===== src/rtl/pipe_skid_stage.sv =====
// Two-entry skid buffer for breaking a ready/valid pipeline.
// It also keeps a saturating count of the cycles where downstream back-pressure stalls a live entry.
module pipe_skid_stage #(
  parameter int unsigned WIDTH   = 32,
  parameter int unsigned STALL_W = 16
) (
  input  logic               clk,
  input  logic               reset,
  input  logic               flush,
  input  logic               in_valid,
  output logic               in_ready,
  input  logic [WIDTH-1:0]   in_data,
  output logic               out_valid,
  input  logic               out_ready,
  output logic [WIDTH-1:0]   out_data,
  output logic [1:0]         occupancy,
  output logic [STALL_W-1:0] stall_cnt
);

  // The state encoding equals the number of live entries.
  localparam logic [1:0] StEmpty = 2'd0;
  localparam logic [1:0] StOne   = 2'd1;
  localparam logic [1:0] StFull  = 2'd2;

  logic [1:0]         state_q, state_d;
  logic [WIDTH-1:0]   main_q, main_d;
  logic [WIDTH-1:0]   skid_q, skid_d;
  logic [STALL_W-1:0] stall_q, stall_d;
  logic               in_fire, out_fire;

  assign out_valid = (state_q != StEmpty);
  assign in_ready  = (state_q != StFull);
  assign out_data  = main_q;
  assign occupancy = state_q;
  assign stall_cnt = stall_q;

  assign in_fire  = in_valid & in_ready;
  assign out_fire = out_valid & out_ready;

  always_comb begin
    state_d = state_q;
    main_d  = main_q;
    skid_d  = skid_q;
    // Flush drops the held entries but leaves the data registers untouched.
    if (flush) begin
      state_d = StEmpty;
    end else begin
      case (state_q)
        StEmpty: begin
          if (in_fire) begin
            main_d  = in_data;
            state_d = StOne;
          end
        end
        StOne: begin
          if (in_fire && out_fire) begin
            main_d = in_data;
          end else if (in_fire) begin
            skid_d  = in_data;
            state_d = StFull;
          end else if (out_fire) begin
            state_d = StEmpty;
          end
        end
        StFull: begin
          if (out_fire) begin
            main_d  = skid_q;
            state_d = StOne;
          end
        end
        default: state_d = StEmpty;
      endcase
    end
  end

  always_comb begin
    stall_d = stall_q;
    if (out_valid && !out_ready && (stall_q != {STALL_W{1'b1}})) begin
      stall_d = stall_q + STALL_W'(1);
    end
  end

  always_ff @(posedge clk) begin
    if (reset) begin
      state_q <= StEmpty;
      main_q  <= '0;
      skid_q  <= '0;
      stall_q <= '0;
    end else begin
      state_q <= state_d;
      main_q  <= main_d;
      skid_q  <= skid_d;
      stall_q <= stall_d;
    end
  end

endmodule


===== config.mk =====
export PLATFORM = sky130hd
export DESIGN_NAME = pipe_skid_stage
export DESIGN_NICKNAME = d
export VERILOG_FILES = /design/src/rtl/pipe_skid_stage.sv
export SDC_FILE = /design/constraint.sdc
export NUM_CORES = 1
export LEC_CHECK = 0
export ABC_CLOCK_PERIOD_IN_PS = 2300
export CAP_MARGIN = 20
export CORE_MARGIN = 8
export CORE_UTILIZATION = 45
export DETAILED_ROUTE_END_ITERATION = 6
export PLACE_DENSITY = 0.82
export SYNTH_ARGS = -nofsm -noshare
export SYNTH_HDL_FRONTEND = slang
export SYNTH_SLANG_ARGS = --single-unit
export TNS_END_PERCENT = 5

===== constraint.sdc =====
create_clock -name clk -period 2.3 [get_ports clk]
set_clock_uncertainty 0.05 [all_clocks]
set_input_delay 0.46 -clock clk [delete_from_list [all_inputs] [get_ports clk]]
set_output_delay 0.46 -clock clk [all_outputs]
set_load 0.03 [all_outputs]

==> impl_metrics.ini, run 1 <==
[routing]
ant_nets = 0
vias = 3402
wl_per_cell_um = 14.8
wirelength_um = 9320
drt_first_pass_iters = 4
via_per_inst = 5.40
remaining_drc_errors = 0
drt_iter0_drc = 140

[layout]
antenna-diode-count = 0
nets = 559
syn2layout_area_growth_pct = 31.1
final_area_um2 = 4910
nFillCells = 709
drive_gt1_share_pct = 7.81

[grt]
grt_pass1_vias = 3298
grt_max_degree = 53
grt_use_total_pct = 16.0
grt_pass1_wl_um = 15200
antenna_found_initial = 0
grt-ovfl-total = 0

[die]
die_h_um = 107
num_io_pins = 89
coreArea_um2 = 8130
rows = 33
initial_core_util_pct = 46.1
die_w_um = 107
dieArea_um2 = 11500

[sta]
fin_crit_sh_pct = 95.7
rsz0062_at_grt = no
final-hold-violation-count = 0
setup_violations = 0
worst_pin_slew_ps = 703
max_freq_ghz = 0.454
fin_crit_ps = 2200
fin_ws_ps = 98.9
setup-tns-final_ps = 0
relSlewSlack_pct = 53.2
slew_viol_final = 0

[hold_path]
hp-class = reg -> reg

[clock_tree]
numCtsBuffers = 9
post-cts-setup-buffer-count = 0
ctsHoldBuffers = 0
cts.sinks = 82
clockBufferDepth = 2
clk_latency_ps = 340
cts-root-buf = clkbuf_8
htree_levels = 3
cts_resized = 0
cts_tree = done
path_clk_slew_ps = 70

[worst_setup_path]
r2r-start = stall_cnt[5]$_SDFFE_PP0P_
worstPathRequired_ps = 1790
cp_num_buf_inv = 1
cp.arrival_ps = 1690
cp_top_family = buffers and inverters
reg2reg_slack_ps = 350
startpoint_type = flop
worstSetupStartpoint = occupancy[0]$_SDFFE_PP0P_
crit_path_end_kind = primary output
cp.depth = 2
r2r-end = stall_cnt[14]$_SDFFE_PP0P_
cpPeakStageDelay_ps = 660
crit_slowest_cell = clkdlybuf4s50_1
crit_end = out_valid
path_max_fanout = 9
path_cells = or2_2, clkdlybuf4s50_1
reg2reg_depth = 4
path_class = reg -> out

[power_and_ir_drop]
ir_worst_vdd_mv = 0.266
power_density_nw_per_um2 = 586
p_leak_nw = 1.89

[yosys]
ys_seq_area_share_pct = 43.8
synth.distinct_cells = 44
post_synth_and_or_nand_nor_area_fraction_pct = 22.1
syn_area_per_cell_um2 = 8.48
synth_fa_ha_area_share_pct = 0.334
synthXorXnorAreaFrac_pct = 0
synth_area_um2 = 3750
async_flop_share_pct = 0
synth_cells = 442
yosys_register_bits = 82
synth-compound-area-share_pct = 18.2
muxShareOfSynthArea_pct = 10.6
synth_ff_type = dfxtp_1
syn-num-nets = 480
synth_edf_count = 0
synth_top_family_by_area = simple AND/OR/NAND/NOR gates
yosys_warnings = 0

[placed_design]
place_ws_ps = 38.1
dp_hpwl_um = 6610
place_area_um2 = 4730
place_congestion = 0.902
port_buffers = 88

[flow_run]
max-cap-violations = 0

[run_status]
status = finished, final reports clean
==> per-layer routing <==
metal  global-route usage (%)  part of all wire (%)  up-vias  wire length (um)
li1                         -                     -     1726                 -
met2                     26.8                    48       79              4470
met5                        0                     0        -                 0
met3                     5.15                   6.5        8               603
met4                     6.63                   1.1        0               102
met1                     18.5                    44     1589              4140
==> how the worst min path moves through the flow <==
stage	start	to	slack [ps]	cells after the start
global placement	skid_q[3]$_SDFFE_PP0P_	skid_q[3]$_SDFFE_PP0P_	390	2
CTS	skid_q[14]$_SDFFE_PP0P_	skid_q[14]$_SDFFE_PP0P_	410	2
floorplan	skid_q[0]$_SDFFE_PP0P_	skid_q[0]$_SDFFE_PP0P_	390	2
global route	skid_q[23]$_SDFFE_PP0P_	skid_q[23]$_SDFFE_PP0P_	420	2
detailed placement	skid_q[14]$_SDFFE_PP0P_	skid_q[14]$_SDFFE_PP0P_	400	2
finish	skid_q[0]$_SDFFE_PP0P_	skid_q[0]$_SDFFE_PP0P_	400	2
==> cells by family after synthesis <==
kind of cell	Yosys count
AOI/OAI and AO/OA	125
adders and majority gates	1
buffers and inverters	37
DFF	82
muxes	39
and+or+nand+nor	158
==> report_power, final <==
part	switching [mW]	total, mW	internal [mW]
registers	0.0236	1.48	1.46
logic	0.216	0.403	0.187
clock network	0.498	0.992	0.494
==> cell usage in the layout, fill, tap and decap left out, types with 3 or more instances in the layout <==
cell	synthesis	final
clkbuf_8	0	9
and4_1	3	3
clkdlybuf4s50_1	0	85
o21ai_0	33	33
dfxtp_1	82	82
nand2_1	72	72
nor2b_1	5	5
a211oi_1	4	4
or3_1	34	34
mux2_1	4	4
nor3b_1	3	3
and2_1	3	3
mux2i_1	35	35
nand3_1	5	5
nor2_1	8	8
a21oi_1	73	73
nor3_1	6	5
nand4_1	3	3
buf_4	2	15
nor4b_1	3	3
a31oi_1	5	5
==> cell usage after synthesis, drive strengths merged, types with 2 or more instances <==
| library cell | count | share of area [%] |
|---|---|---|
| nand2 | 72 | 7.2 |
| nor2b | 5 | 0.83 |
| and3 | 2 | 0.33 |
| a21oi | 73 | 9.7 |
| mux2i | 35 | 9.3 |
| nand4 | 3 | 0.50 |
| and4 | 3 | 0.70 |
| nor3 | 7 | 1.1 |
| o21bai | 2 | 0.40 |
| nor4b | 4 | 1.1 |
| nor4 | 2 | 0.73 |
| mux2 | 4 | 1.2 |
| o21ai | 33 | 4.4 |
| nand2b | 3 | 0.50 |
| nor3b | 3 | 0.60 |
| clkbuf | 23 | 2.3 |
| a211oi | 4 | 0.80 |
| dfxtp | 82 | 44 |
| buf | 13 | 2.6 |
| nor2 | 8 | 0.80 |
| nand3 | 6 | 0.93 |
| or3 | 34 | 5.7 |
| a31oi | 5 | 0.83 |
| and2 | 3 | 0.50 |
==> tightest hold or removal path: stages, from the launching register on <==
cell     delay (ps)
dfxtp_1         310
nand2_1          50
a21oi_1          50
==> registers in the layout, summed over array words and instances (netlist names) <==
register,count
occupancy,2
out_data,32
stall_cnt,16
skid_q,32
==> area by class of cell <==
class | instances | area (um2) | share of cell area (%)
timing repair buffer | 104 | 1010 | 20.6
clock inverter | 5 | 56.3 | 1.15
sequential | 82 | 1640 | 33.4
tap | 105 | 131 | 2.68
inverter | 1 | 3.75 | 0.0764
clock buffer | 10 | 128 | 2.60
multi-input combinational | 323 | 1940 | 39.4
==> through the flow <==
step           hold WS (ps)  instances  total power, mW  util (%)
3_3_place_gp            390        615             1.91      58.1
2_1_floorplan           386        442             1.72         -
3_5_place_dp            396        615             1.92      58.1
4_1_cts                 408        630             2.91      60.4
6_report                404        630             2.88      60.4
5_1_grt                 423        630             3.01      60.4
(Power assumes the default switching activity.)
==> inputs of run 2 (changes only) <==
- CTS_BUF_LIST: default -> sky130_fd_sc_hd__clkbuf_8
==> impl_metrics.ini, run 2 (synthesis results as in run 1) <==
[sta]
relSlewSlack_pct = 53.2
slew_viol_final = 0
setup-tns-final_ps = 0
worst_pin_slew_ps = 703
final-hold-violation-count = 0
fin_crit_ps = 2200
max_freq_ghz = 0.454
fin_crit_sh_pct = 95.7
rsz0062_at_grt = no
setup_violations = 0

[run_status]
status = finished, final reports clean

[routing]
dr_wl_met2_um = 4440
vias = 3384
wirelength_um = 9320
remaining_drc_errors = 0
highest_layer = met4
drt_iter0_drc = 140
wl_per_cell_um = 14.8
ant_nets = 0
via_per_inst = 5.37
drt_first_pass_iters = 4
wl_met3_um = 588
met1_length_um = 4190

[worst_setup_path]
cpPeakStageDelay_ps = 660
crit_path_end_kind = primary output
reg2reg_slack_ps = 350
cp.arrival_ps = 1690
path_cells = or2_2, clkdlybuf4s50_1
worstPathRequired_ps = 1790
crit_slowest_cell = clkdlybuf4s50_1
startpoint_type = flop
path_class = reg -> out
path_max_fanout = 9

[clock_tree]
ctsHoldBuffers = 0
path_clk_slew_ps = 70
numCtsBuffers = 9
clockBufferDepth = 2
cts.sinks = 82
htree_levels = 3
cts_tree = done
post-cts-setup-buffer-count = 0
cts_resized = 0
cts-root-buf = clkbuf_8
clk_latency_ps = 340

[grt]
grt_pass1_vias = 3298
grt_pass1_wl_um = 15200
grt_max_degree = 53
grt_use_total_pct = 16.0
grt-ovfl-total = 0
antenna_found_initial = 0

[placed_design]
port_buffers = 88
dp_hpwl_um = 6610
place_congestion = 0.902

[die]
rows = 33
initial_core_util_pct = 46.1
die_h_um = 107
die_w_um = 107
dieArea_um2 = 11500
num_io_pins = 89
coreArea_um2 = 8130

[power_and_ir_drop]
power_density_nw_per_um2 = 584
p_leak_nw = 1.89
ir_worst_vdd_mv = 0.266
power_mw = 2.87

[layout]
layout_common_cells = 85 x clkdlybuf4s50_1, 82 x dfxtp_1, 73 x a21oi_1
nets = 559
fin_util_pct = 60.4
antenna-diode-count = 0
layout_commonest_cell = clkdlybuf4s50_1
syn2layout_area_growth_pct = 31.1
drive_gt1_share_pct = 7.81

[flow_run]
max-cap-violations = 0

[hold_path]
hp-class = reg -> reg
-- run 2: cell types whose count changed in the layout (fill, tap and decap cells not counted) --
cell	delta
clkbuf_1	-1
inv_1	+1
-- run 2: final cells by class --
| class | instances | area [um2] |
|---|---|---|
| Multi-Input combinational cell | 323 | 1940 |
| Timing Repair Buffer | 104 | 1010 |
| Tap cell | 105 | 131 |
| Sequential cell | 82 | 1640 |
| Fill cell | 709 | 3220 |
| Inverter | 1 | 3.75 |
| Clock inverter | 6 | 60.1 |
| Clock buffer | 9 | 124 |
-- run 2: final timing paths --
path         cells after the start                       from                    endpoint
max                              2  occupancy[0]$_SDFFE_PP0P_                   out_valid
min                              2     skid_q[0]$_SDFFE_PP0P_      skid_q[0]$_SDFFE_PP0P_
max reg2reg                      4  stall_cnt[5]$_SDFFE_PP0P_  stall_cnt[14]$_SDFFE_PP0P_
min reg2reg                      2     skid_q[0]$_SDFFE_PP0P_      skid_q[0]$_SDFFE_PP0P_
-- run 2: power by group --
group	internal (mW)	switching (mW)
sequential	1.46	0.0235
combinational	0.187	0.217
clock	0.490	0.495
-- run 2: per-layer routing --
layer / global-route usage [%] / vias up
met5: 0 / -
met4: 6.63 / 0
met3: 5.15 / 8
met2: 26.8 / 71
met1: 18.5 / 1578
li1: - / 1727
-- run 2: critical path: cells and delay by family (launching register included) --
family	cells	cell delay [ps]
and+or+nand+nor	1	170
buffers and inverters	1	660
DFF	1	520
-- run 2: stage by stage --
stage	setup slack, ps	std cells	instance area [um2]	hold WS [ps]
final	99.0	630	4910	404
after global routing	16.7	630	4910	423
after CTS	71.1	630	4910	408
after detailed placement	38.1	615	4730	396
after global placement	109	615	4730	390
after floorplan	383	442	3750	386
==> inputs of run 3 (changes only) <==
- SETUP_SLACK_MARGIN: default -> 0.02
==> impl_metrics.ini, run 3 (synthesis results as in run 1) <==
[clock_tree]
htree_levels = 3
cts_tree = done
post-cts-setup-buffer-count = 0
cts.sinks = 82
cts_resized = 0
clockBufferDepth = 2
numCtsBuffers = 9
clk_latency_ps = 340
path_clk_slew_ps = 70
cts-root-buf = clkbuf_8
ctsHoldBuffers = 0

[grt]
grt-ovfl-total = 0
antenna_found_initial = 0
grt_pass1_wl_um = 15200
grt_max_degree = 53
grt_pass1_vias = 3298
grt_use_total_pct = 16.0

[sta]
rsz0062_at_grt = no
slew_viol_final = 0
worst_pin_slew_ps = 703
fin_crit_ps = 2180
fin_crit_sh_pct = 95.0
max_freq_ghz = 0.458
final-hold-violation-count = 0
fin_ws_ps = 115
relSlewSlack_pct = 53.2
setup-tns-final_ps = 0
setup_violations = 0

[power_and_ir_drop]
comb_power_share_pct = 14.1
switching_share_pct = 25.6
ir_worst_vdd_mv = 0.266
power_density_nw_per_um2 = 584
power_mw = 2.87
power_switching_mw = 0.735
p_seq_share_pct = 51.6
power_frac_clock_pct = 34.3
p_leak_nw = 1.89
p_int_mw = 2.14

[die]
num_io_pins = 89
rows = 33
die_h_um = 107
initial_core_util_pct = 46.1
dieArea_um2 = 11500
die_w_um = 107
coreArea_um2 = 8130

[worst_setup_path]
path_max_fanout = 9
startpoint_type = flop
path_class = reg -> out
worstPathRequired_ps = 1790
cp_num_buf_inv = 1
path_cells = or2_2, clkdlybuf4s50_1
crit_slowest_cell = clkdlybuf4s50_1
cp_top_family = buffers and inverters
cp.arrival_ps = 1670
reg2reg_slack_ps = 350
cpPeakStageDelay_ps = 660
crit_path_end_kind = primary output

[placed_design]
port_buffers = 88
placed_cells = 615
place_congestion = 0.902
place_ws_ps = 38.1
dp_hpwl_um = 6610

[layout]
drive_gt1_share_pct = 8.00
layout_commonest_cell = clkdlybuf4s50_1
fin_util_pct = 60.4
multiInputGateArea_um2 = 1940
syn2layout_area_growth_pct = 31.1
seq_area_um2 = 1640
final_cells = 630
layout_common_cells = 85 x clkdlybuf4s50_1, 81 x dfxtp_1, 73 x a21oi_1
nFillCells = 709
antenna-diode-count = 0
nets = 559

[run_status]
status = finished, final reports clean

[routing]
drt_iter0_drc = 140
drt_first_pass_iters = 4
vias = 3384
remaining_drc_errors = 0
wirelength_um = 9320
wl_per_cell_um = 14.8
ant_nets = 0
via_per_inst = 5.37

[flow_run]
max-cap-violations = 0

[hold_path]
hp-class = reg -> reg
==> run 3: worst paths after layout <==
kind | startpoint | to | depth (start not counted)
max | occupancy[1]$_SDFFE_PP0P_ | out_valid | 2
min | skid_q[0]$_SDFFE_PP0P_ | skid_q[0]$_SDFFE_PP0P_ | 2
max reg2reg | stall_cnt[5]$_SDFFE_PP0P_ | stall_cnt[14]$_SDFFE_PP0P_ | 4
min reg2reg | skid_q[0]$_SDFFE_PP0P_ | skid_q[0]$_SDFFE_PP0P_ | 2
==> run 3: layer usage <==
| layer | wire length [um] | GRT usage [%] | share of wire (%) | up-vias |
|---|---|---|---|---|
| met1 | 4190 | 18.5 | 45 | 1578 |
| met5 | 0 | 0 | 0 | - |
| met4 | 102 | 6.63 | 1.1 | 0 |
| li1 | - | - | - | 1727 |
| met3 | 588 | 5.15 | 6.3 | 8 |
| met2 | 4440 | 26.8 | 48 | 71 |
==> run 3: worst min-delay path: stages, from the launching register on <==
cell     delay [ps]
dfxtp_1         310
nand2_1          50
a21oi_1          50
==> run 3: layout make-up <==
class	count	area share, %
Inverter	1	0.0764
Clock inverter	6	1.22
Sequential cell	82	33.4
Timing Repair Buffer	104	20.6
Tap cell	105	2.67
Multi-Input combinational cell	323	39.4
Clock buffer	9	2.52
==> run 3: power by group through the flow <==
stage | logic (mW) | clock network [mW] | registers (mW)
after floorplan | 0.145 | 0 | 1.58
after global placement | 0.396 | 0 | 1.51
after detailed placement | 0.404 | 0 | 1.52
after CTS | 0.405 | 1.01 | 1.48
after global routing | 0.434 | 1.09 | 1.49
final | 0.403 | 0.985 | 1.48
==> run 3: through the flow <==
| stage | cell area (um2) | hold WS, ps |
|---|---|---|
| 5_1_grt | 4910 | 423 |
| 4_1_cts | 4910 | 408 |
| 2_1_floorplan | 3750 | 386 |
| 6_report | 4910 | 404 |
| 3_5_place_dp | 4730 | 396 |
| 3_3_place_gp | 4730 | 390 |
==> variant, RTL diff (settings of run 2) <==
Put one more register stage on the output `stall_cnt`. The value now appears one clock later. The other outputs are not delayed to match.
--- a/src/rtl/pipe_skid_stage.sv
+++ b/src/rtl/pipe_skid_stage.sv
@@ -32,7 +32,9 @@
   assign in_ready  = (state_q != StFull);
   assign out_data  = main_q;
   assign occupancy = state_q;
-  assign stall_cnt = stall_q;
+  always_ff @(posedge clk) begin
+    stall_cnt <= stall_q;
+  end
 
   assign in_fire  = in_valid & in_ready;
   assign out_fire = out_valid & out_ready;
Behaviour: not the same (a bounded check fails within 4 cycles, from zero or initial values and one cycle with reset high).
==> variant against run 2 <==
- sequential cell count up 16
- global-route usage down 0.75 points
- synthesized area up 7.1%
- utilization up 0.25 points
- setup slack better by 0.0061 ns
- cell area up 7.1%
- non-clock buffer count down 2
- synthesized cell count up 2.7%
- final cell count up 2.2%
- total power up 13%
- routed wire length up 4.6%
- largest cell class is now registers
- worst hold slack worse by 0.099 ns
==> variant: results (changes against run 2) <==
[placement]
dp_hpwl_microns=6650  ; +0.58%
gp_congestion=0.850  ; -5.8%
dp.cells=628  ; +2.1%

[logic_synthesis]
avgSynthCellArea_sq_um=8.84  ; +4.3%
synth_area_leaders=dfxtp_1 49%, a21oi_1 9.2%, mux2i_1 8.0%, nand2_1 6.5%, or3_1 5.5%
synth_compound_area_share_pct=16.7  ; -1.5 points
ys.flop_type=dfxtp_1
synth_commonest_cells=98 x dfxtp_1, 74 x a21oi_1, 69 x nand2_1
ys_seq_area_share_pct=48.9  ; +5.1 points
synthAdderAreaFrac_pct=0.312  ; -0.022 points
syn_nets=492  ; +2.5%
synthXorXnorAreaFrac_pct=0  ; unchanged
synth_mux_area_share_pct=9.20  ; -1.4 points

[clock_tree]
root_buffer=clkbuf_8
insertion_delay_ns=0.35
cts.clk_slew.worst_paths_ns=0.09  ; +0.02 ns
cts_inserted_buffers=9  ; unchanged
post_cts_buffers=0  ; unchanged
htree_levels=3  ; unchanged
hold_buffers=0  ; unchanged

[layout]
diodes=0  ; unchanged
fin_nets=569  ; +1.8%
drive_gt1_share_pct=7.65  ; -0.16 points

[run_status]
status=completed

[power_and_ir_drop]
internal_power_uw=2410  ; +13%
p_leak_uw=0.00199  ; +5.2%
vdd_ir_drop_max_uv=364  ; +37%

[drt]
avgRoutedWirePerCell_microns=15.1  ; +2.4%
firstDrtPassIters=4  ; unchanged
wl_microns=9750  ; +4.6%
drtIter0Drc=146  ; +4.3%
vias=3531  ; +4.3%

[global_route]
grt_max_degree=68  ; +28%
grt_pass1_wl_microns=16100  ; +5.7%
grt_pass1_vias=3276  ; -0.67%
grt_use_total_pct=15.3  ; -0.75 points

[worst_hold_path]
hp-class=in2reg

[worst_setup_path]
critPathMaxFanout=9  ; unchanged
worstPathArrival_ns=1.68

[sta]
worst_pin_slew_ns=0.433  ; -0.270 ns

-- variant: cell types whose count changed after synthesis, sizes merged, moves of 4 or more --
cell | before | now
dfxtp | 82 | 98
buf | 13 | 7
clkbuf | 23 | 29
or4 | 1 | 6
a211oi | 4 | 0
a31oi | 5 | 1
nor4 | 2 | 6
nor4b | 4 | 0
o31ai | 1 | 5
-- variant: area by class of cell --
cell class	count	area (sq um)
Timing Repair Buffer	102	1050
Fill cell	743	3420
Inverter	3	11.3
Multi-Input combinational cell	317	1900
Sequential cell	98	1960
Clock buffer	9	124
Clock inverter	7	77.6
Tap cell	108	135
-- variant: kinds of logic after synthesis --
group | after synthesis
buffers and inverters | 39
adder cells (fa/ha/maj) | 1
AND/OR/NAND/NOR | 155
AO/OA/AOI/OAI | 125
multiplexers | 36
flip-flops | 98
-- variant: power groups by stage --
stage          sequential [uW]  clock [uW]  combinational, uW
4_1_cts                   1750        1150                368
6_report                  1750        1130                366
3_5_place_dp              1790           0                368
3_3_place_gp              1790           0                360
2_1_floorplan             1840           0                129
5_1_grt                   1760        1220                395
-- variant: per-layer routing --
| layer | track usage, % | share of wire [%] | vias to the layer above |
|---|---|---|---|
| li1 | - | - | 1772 |
| met1 | 18.7 | 44 | 1652 |
| met2 | 25.3 | 49 | 97 |
| met3 | 3.68 | 5.4 | 10 |
| met4 | 5.68 | 1.6 | 0 |
| met5 | 0 | 0 | - |
-- variant: through the flow --
step	util (%)	instance area, sq um	setup slack, ns	hold WS (ns)
finish	60.6	5260	0.105	0.305
global route	60.6	5260	0.0498	0.316
CTS	60.6	5260	0.0392	0.293
detailed placement	58.3	5060	0.0332	0.342
global placement	58.3	5060	0.0529	0.339
floorplan	-	4010	0.414	0.310
-- variant: worst max-delay path, cell delays in order, from the launching register on --
cell,delay [ns]
dfxtp_1,0.51
or2_2,0.17
clkdlybuf4s50_1,0.66
-- variant: path summary, 6_finish.rpt --
kind                              startpoint            end  slack, ns  depth (start not counted)
worst min register to register   stall_q[10]  stall_cnt[10]       0.36                          0
worst min-delay path                   flush   occupancy[0]       0.31                          2
worst max register to register    stall_q[0]     stall_q[6]       0.19                          5
worst max-delay path            occupancy[1]      out_valid       0.11                          2
